### config.mk
export PLATFORM = sky130hd
export DESIGN_NAME = aibcr3_dcc_cal_ctrl
export DESIGN_NICKNAME = d
export VERILOG_FILES = /design/src/rtl/aibcr3_dcc_cal_ctrl.sv
export SDC_FILE = /design/constraint.sdc
export NUM_CORES = 1
export LEC_CHECK = 0
export BUFFER_PORTS_ARGS = -buffer_cell sky130_fd_sc_hd__buf_2
export CAP_MARGIN = 5
export CORE_UTILIZATION = 32
export DETAILED_ROUTE_END_ITERATION = 7
export SETUP_SLACK_MARGIN = 0.4
export SLEW_MARGIN = 10
export SYNTH_ARGS = -nofsm -noshare
export SYNTH_HDL_FRONTEND = slang
export SYNTH_SLANG_ARGS = --single-unit
### constraint.sdc
create_clock -name clk -period 3.4 [get_ports clk]
set_input_delay 0.68 -clock clk [delete_from_list [all_inputs] [get_ports clk]]
set_output_delay 0.68 -clock clk [all_outputs]
set_load 0.03 [all_outputs]
### src/rtl/aibcr3_dcc_cal_ctrl.sv
// DCC replica-path calibration sequencer: steps a coarse/fine delay code from averaged
// phase-detector decisions, locks on dither, and errors out at either end of the code range.
//
//   state    | meaning
//   ---------+-----------------------------------------------------------
//   S_IDLE   | waiting for cal_en with bypass released; code held
//   S_SETTLE | letting the delay line settle after a code change
//   S_SAMPLE | counting pd_up=1 cycles over AVG_N samples
//   S_STEP   | apply decision: +1/-1 code, dither tracking, lock/err check
//   S_LOCK   | dither seen LOCK_CNT times in a row; code frozen
//   S_ERR    | decision asked to step past min/max code; sticky
module aibcr3_dcc_cal_ctrl #(
   parameter int CRS_W      = 4,
   parameter int INIT_CODE  = 64,
   parameter int SETTLE_CYC = 16,
   parameter int AVG_N      = 8,
   parameter int LOCK_CNT   = 4
) (
   input  logic             clk,
   input  logic             rstb,
   input  logic             cal_en,
   input  logic             rb_dcc_byp,
   input  logic             pd_up,
   output logic [CRS_W-1:0] crs_code,
   output logic [6:0]       fine_sn,
   output logic [6:0]       fine_sp,
   output logic             cal_busy,
   output logic             cal_done,
   output logic             cal_err
);

   localparam int CW      = CRS_W + 3;
   localparam int CNT_MAX = (SETTLE_CYC > AVG_N) ? SETTLE_CYC : AVG_N;
   localparam int CNT_W   = $clog2(CNT_MAX + 1);
   localparam int OW      = $clog2(AVG_N + 1);
   localparam int TW      = $clog2(LOCK_CNT + 1);

   localparam logic [CW-1:0]    INIT_C  = CW'(INIT_CODE);
   localparam logic [CW-1:0]    MAX_C   = {CW{1'b1}};
   localparam logic [OW-1:0]    HALF    = OW'(AVG_N / 2);
   localparam logic [CNT_W-1:0] SET_LD  = CNT_W'(SETTLE_CYC - 1);
   localparam logic [CNT_W-1:0] SMP_LD  = CNT_W'(AVG_N - 1);
   localparam logic [TW-1:0]    LOCK_TC = TW'(LOCK_CNT);

   typedef enum logic [2:0] {S_IDLE, S_SETTLE, S_SAMPLE, S_STEP, S_LOCK, S_ERR} state_t;

   // Interpolator legs: fine=0 -> all n-legs on, fine=7 -> all off.
   function automatic logic [6:0] therm(input logic [2:0] f);
      logic [6:0] t;
      for (int i = 0; i < 7; i++) t[i] = (4'(i) < (4'd7 - {1'b0, f}));
      return t;
   endfunction

   state_t           state_q, state_d;
   logic [CW-1:0]    code_q, code_d;
   logic [CNT_W-1:0] cnt_q, cnt_d;
   logic [OW-1:0]    ones_q, ones_d;
   logic [TW-1:0]    tog_q, tog_d;
   logic             pv_q, pv_d;
   logic             pup_q, pup_d;
   logic             is_up, is_dn, dither;

   assign is_up  = (ones_q > HALF);
   assign is_dn  = (ones_q < HALF);
   assign dither = (!is_up && !is_dn) || (pv_q && (pup_q != is_up));

   always_comb begin
      state_d = state_q;
      code_d  = code_q;
      cnt_d   = cnt_q;
      ones_d  = ones_q;
      tog_d   = tog_q;
      pv_d    = pv_q;
      pup_d   = pup_q;
      case (state_q)
         S_IDLE: begin
            state_d = S_SETTLE;
            cnt_d   = SET_LD;
            tog_d   = '0;
            pv_d    = 1'b0;
         end
         S_SETTLE: begin
            if (cnt_q == '0) begin
               state_d = S_SAMPLE;
               cnt_d   = SMP_LD;
               ones_d  = '0;
            end else begin
               cnt_d = cnt_q - CNT_W'(1);
            end
         end
         S_SAMPLE: begin
            ones_d = ones_q + OW'(pd_up);
            if (cnt_q == '0) state_d = S_STEP;
            else             cnt_d   = cnt_q - CNT_W'(1);
         end
         S_STEP: begin
            if ((is_up && code_q == MAX_C) || (is_dn && code_q == '0)) begin
               state_d = S_ERR;
            end else begin
               if (is_up) code_d = code_q + CW'(1);
               if (is_dn) code_d = code_q - CW'(1);
               if (dither)    tog_d = tog_q + TW'(1);
               else if (pv_q) tog_d = '0;
               if (is_up || is_dn) begin
                  pv_d  = 1'b1;
                  pup_d = is_up;
               end
               state_d = (tog_d == LOCK_TC) ? S_LOCK : S_SETTLE;
               cnt_d   = SET_LD;
            end
         end
         default: ;
      endcase
      // Bypass and enable loss override everything and freeze the code.
      if (rb_dcc_byp || !cal_en) begin
         state_d = S_IDLE;
         code_d  = code_q;
      end
   end

   always_ff @(posedge clk or negedge rstb) begin
      if (!rstb) begin
         state_q  <= S_IDLE;
         code_q   <= INIT_C;
         cnt_q    <= '0;
         ones_q   <= '0;
         tog_q    <= '0;
         pv_q     <= 1'b0;
         pup_q    <= 1'b0;
         fine_sn  <= therm(INIT_C[2:0]);
         fine_sp  <= ~therm(INIT_C[2:0]);
         cal_busy <= 1'b0;
         cal_done <= 1'b0;
         cal_err  <= 1'b0;
      end else begin
         state_q  <= state_d;
         code_q   <= code_d;
         cnt_q    <= cnt_d;
         ones_q   <= ones_d;
         tog_q    <= tog_d;
         pv_q     <= pv_d;
         pup_q    <= pup_d;
         fine_sn  <= therm(code_d[2:0]);
         fine_sp  <= ~therm(code_d[2:0]);
         cal_busy <= (state_d == S_SETTLE) || (state_d == S_SAMPLE) || (state_d == S_STEP);
         cal_done <= (state_d == S_LOCK);
         cal_err  <= (state_d == S_ERR);
      end
   end

   assign crs_code = code_q[CW-1:3];

endmodule

==> flow_summary_export.csv <==
group,metric,value,unit
clocking,cts_num_sinks,40,
logic_synthesis,synth.yosys.warnings,0,
clocking,number_of_instances_resized_during_post_cts_repair,0,
timing,final_min_period_over_clock_period,0.6743,
routing,detail_route.wl_per_cell,13.32,um
timing,report.final.slew_viol_count,0,
power_and_ir_drop,p_clk_frac,0.408,
final_layout,postLayoutCoreUtil,0.3715,
logic_synthesis,post_synth_num_cell_types,64,
timing,finalSetupViolCount,0,
timing,maxSlewHeadroom,0.4084,
routing,vias_per_cell,4.958,
power_and_ir_drop,power.leakage,1.130,nW
critical_path,critical_path.max_fanout,6,
grt,global_route_wire_length_before_repair,7.686,mm
timing,finClkSkew,0.004486,ns
clocking,cts_tree,"done",
critical_path,worst-endpoint-required,3.61,ns
logic_synthesis,synth_seq_cells,40,
die,initial_core_util,0.3311,
final_layout,design.final.nets,247,
critical_path,critical_path.slowest_cell,"sky130_fd_sc_hd__dfrtp_1",
critical_path,kind_of_cell_with_the_highest_combined_delay_on_the_critical_path,"compound AO/OA/AOI/OAI gates",
timing,hold_violations,0,
critical_path,cp_cell_sequence,"ha_1 > and3_1 > o211ai_1 > nand2_1 > a211oi_2 > a21oi_1 > a311oi_1",
critical_path,cp_data_arrival_time,2.50,ns
clocking,clkSlewWorstSetupHoldPaths,0.09,ns
routing,drtPass1Iterations,4,
placed_design,hpwl,3.112,mm
die,row_count,30,
power_and_ir_drop,total_switching_power,0.2641,mW
critical_path,worst_path_largest_cell_delay,0.48,ns
final_layout,area_growth_syn_to_layout,12.18,%
timing,clock.fmax,436.2,MHz
routing,num_vias,1646,
critical_path,critical_path.startpoint_type,"flip-flop",
critical_path,critPathBufInv,0,
placed_design,post_dp_cell_area,0.002409,mm2
logic_synthesis,synth.net_count,229,
logic_synthesis,synth.yosys.seq_area_share,0.4494,
die,die_area,0.007369,mm2
placed_design,dp_cells,324,
grt,first_global_vias,1625,
logic_synthesis,syn_avg_cell_area,10.37,um2
clocking,numCtsBuffers,5,
placed_design,number_of_input_and_output_port_buffers_inserted,25,
critical_path,critical_path_class,"reg -> reg",
final_layout,final_cell_count_no_fill,332,
clocking,cts-root-to-sink-buffers,2,
clocking,cts_hold_buffers,0,
logic_synthesis,synth-edff-count,0,
clocking,root_buffer,"sky130_fd_sc_hd__clkbuf_8",
logic_synthesis,synth-async-reset-ratio,1.000,
die,die_h,85.85,um
placed_design,gp_congestion,0.8203,
die,floorplan.die.width,85.85,um
timing,setup_tns,0,ns
routing,detail_route.iter0.violations,46,
final_layout,seqCellArea,0.001011,mm2
power_and_ir_drop,switching_share,0.2625,
timing,grt_setup_unrepaired,"false",
power_and_ir_drop,pwr_density_cell,398.6,mW/mm2
final_layout,nFillCells,689,
final_layout,antenna-diode-count,0,
routing,final_antenna_net_count,0,
run,cap_violations,0,
grt,antenna_found_initial,0,
power_and_ir_drop,seq_pwr_share,0.509,
critical_path,crit_path_end_kind,"flip-flop",
timing,post_route_minimum_period,2.292,ns
power_and_ir_drop,internal-power,0.7419,mW
power_and_ir_drop,vdd_ir_drop_max,0.0002365,V
grt,grt-ovfl-total,0,
logic_synthesis,synthCells,217,
grt,grt_usage,0.1357,
power_and_ir_drop,total_power,1.006,mW
clocking,source_to_sink_clock_delay_at_the_later_pin_of_the_worst_skew_pair,0.31,ns
clocking,htree_num_levels,2,
logic_synthesis,synth-main-ff-cell,"sky130_fd_sc_hd__dfrtp_1",
die,io-pin-count,26,
timing,worst-slew-pin-transition,0.8874,ns
logic_synthesis,syn_area,0.002250,mm2
final_layout,multiInputGateArea,0.001115,mm2
clocking,post_cts_buffers,0,
final_layout,stdcell_area,0.002524,mm2
power_and_ir_drop,p_comb_frac,0.083,
routing,drc_violations_left,0,
outcome,outcome,"completed",
routing,wirelength,4.422,mm
min_path,worstHoldPathType,"in -> async",
die,floorplan.core_area,0.006794,mm2
grt,grt_max_degree,41,
final_layout,share_of_layout_cells_above_drive_strength_1,0.2669,
stage by stage:
step / setup WS (ns) / hold slack, ns
2_1_floorplan: 1.202 / 0.3844
3_3_place_gp: 1.015 / 0.4827
3_5_place_dp: 1.013 / 0.4858
4_1_cts: 1.053 / 0.5027
5_1_grt: 0.9179 / 0.5134
6_report: 1.108 / 0.4972
kinds of logic (layout without fill, tap and decap cells):
group / count (synthesis) / count (layout) / share of synthesized area
mux: 3 / 3 / 0.01446
flops: 40 / 40 / 0.4494
simple gates: 84 / 84 / 0.2336
buf+inv: 24 / 43 / 0.05506
compound gates: 52 / 52 / 0.1696
xor+xnor: 7 / 7 / 0.03894
fa+ha+maj: 7 / 7 / 0.03893
cell usage after synthesis (2+ instances only):
master	instances	area (um2)
sky130_fd_sc_hd__a21oi_1	10	50.05
sky130_fd_sc_hd__a21o_1	2	15.01
sky130_fd_sc_hd__mux2_2	2	22.52
sky130_fd_sc_hd__clkbuf_1	4	15.01
sky130_fd_sc_hd__dfstp_2	8	210.2
sky130_fd_sc_hd__or3_4	2	22.52
sky130_fd_sc_hd__o21a_1	3	22.52
sky130_fd_sc_hd__nand2_1	13	48.80
sky130_fd_sc_hd__inv_2	2	7.510
sky130_fd_sc_hd__nand4_1	2	12.51
sky130_fd_sc_hd__xnor2_1	3	26.28
sky130_fd_sc_hd__a22o_1	2	17.52
sky130_fd_sc_hd__ha_1	7	87.58
sky130_fd_sc_hd__o22ai_1	3	18.77
sky130_fd_sc_hd__and3_1	3	18.77
sky130_fd_sc_hd__a211oi_2	2	25.02
sky130_fd_sc_hd__a31oi_1	2	12.51
sky130_fd_sc_hd__inv_1	8	30.03
sky130_fd_sc_hd__o21ai_0	14	70.07
sky130_fd_sc_hd__buf_4	6	45.04
sky130_fd_sc_hd__buf_2	2	10.01
sky130_fd_sc_hd__nor3b_1	4	30.03
sky130_fd_sc_hd__or3_1	3	18.77
sky130_fd_sc_hd__nand2b_1	6	37.54
sky130_fd_sc_hd__nor3_1	7	35.03
sky130_fd_sc_hd__nor4_1	4	25.02
sky130_fd_sc_hd__nor2_1	12	45.04
sky130_fd_sc_hd__dfrtp_1	32	800.8
sky130_fd_sc_hd__xor2_1	2	17.52
sky130_fd_sc_hd__nand3_1	10	50.05
sky130_fd_sc_hd__and2_1	3	18.77
sky130_fd_sc_hd__nand4b_1	2	17.52
worst paths after layout:
check,start,to,slack [ns],cells after the start
worst max-delay path,code_q[0],cnt_q[3],1.11,7
worst min-delay path,rstb,code_q[3],0.50,1
worst max register to register,code_q[0],cnt_q[3],1.11,7
worst min register to register,cnt_q[3],cnt_q[3],0.50,1
max in group asynchronous,rstb,tog_q[2],2.36,1
min in group clk,cnt_q[3],cnt_q[3],0.50,1
cells in the final DEF (no fill, tap or decap), types with 4 or more instances in the layout:
cell type and count:
sky130_fd_sc_hd__a21oi_1 10, sky130_fd_sc_hd__buf_2 25, sky130_fd_sc_hd__clkbuf_8 5, sky130_fd_sc_hd__dfrtp_1 32, sky130_fd_sc_hd__dfstp_2 8, sky130_fd_sc_hd__ha_1 7
sky130_fd_sc_hd__inv_1 8, sky130_fd_sc_hd__nand2_1 13, sky130_fd_sc_hd__nand2b_1 6, sky130_fd_sc_hd__nand3_1 10, sky130_fd_sc_hd__nor2_1 12, sky130_fd_sc_hd__nor3_1 7
sky130_fd_sc_hd__nor3b_1 4, sky130_fd_sc_hd__nor4_1 4, sky130_fd_sc_hd__o21ai_0 14
sequential cells by signal, summed over array words and instances (netlist names):
signal    cells
cnt_q         5
tog_q         3
fine_sp       7
ones_q        4
pv_q          1
pup_q         1
state_q       3
code_q        6
cal_err       1
cal_busy      1
fine_sn       7
cal_done      1
power by group through the flow:
stage,registers [mW],clock network [mW],logic [mW]
after floorplan,0.528,0,0.0520
after global placement,0.521,0,0.0847
after detailed placement,0.521,0,0.0853
after CTS,0.512,0.425,0.0857
after global routing,0.515,0.444,0.0947
final,0.512,0.410,0.0839
final cells by class:
| class | instances | area share |
|---|---|---|
| Clock buffer | 5 | 0.02727 |
| Clock inverter | 3 | 0.01834 |
| Timing Repair Buffer | 25 | 0.04958 |
| Tap cell | 96 | 0.04760 |
| Inverter | 10 | 0.01487 |
| Sequential cell | 40 | 0.4006 |
| Multi-Input combinational cell | 153 | 0.4417 |
layer usage:
metal | routed length [um] | global-route usage | vias up | share of wire
li1 | - | - | 821 | -
met1 | 2237 | 0.1854 | 787 | 0.51
met2 | 1917 | 0.1993 | 33 | 0.43
met3 | 180 | 0.04042 | 5 | 0.041
met4 | 85 | 0.05909 | 0 | 0.019
met5 | 0 | 0 | - | 0
Power figures use the tool's default switching activity.
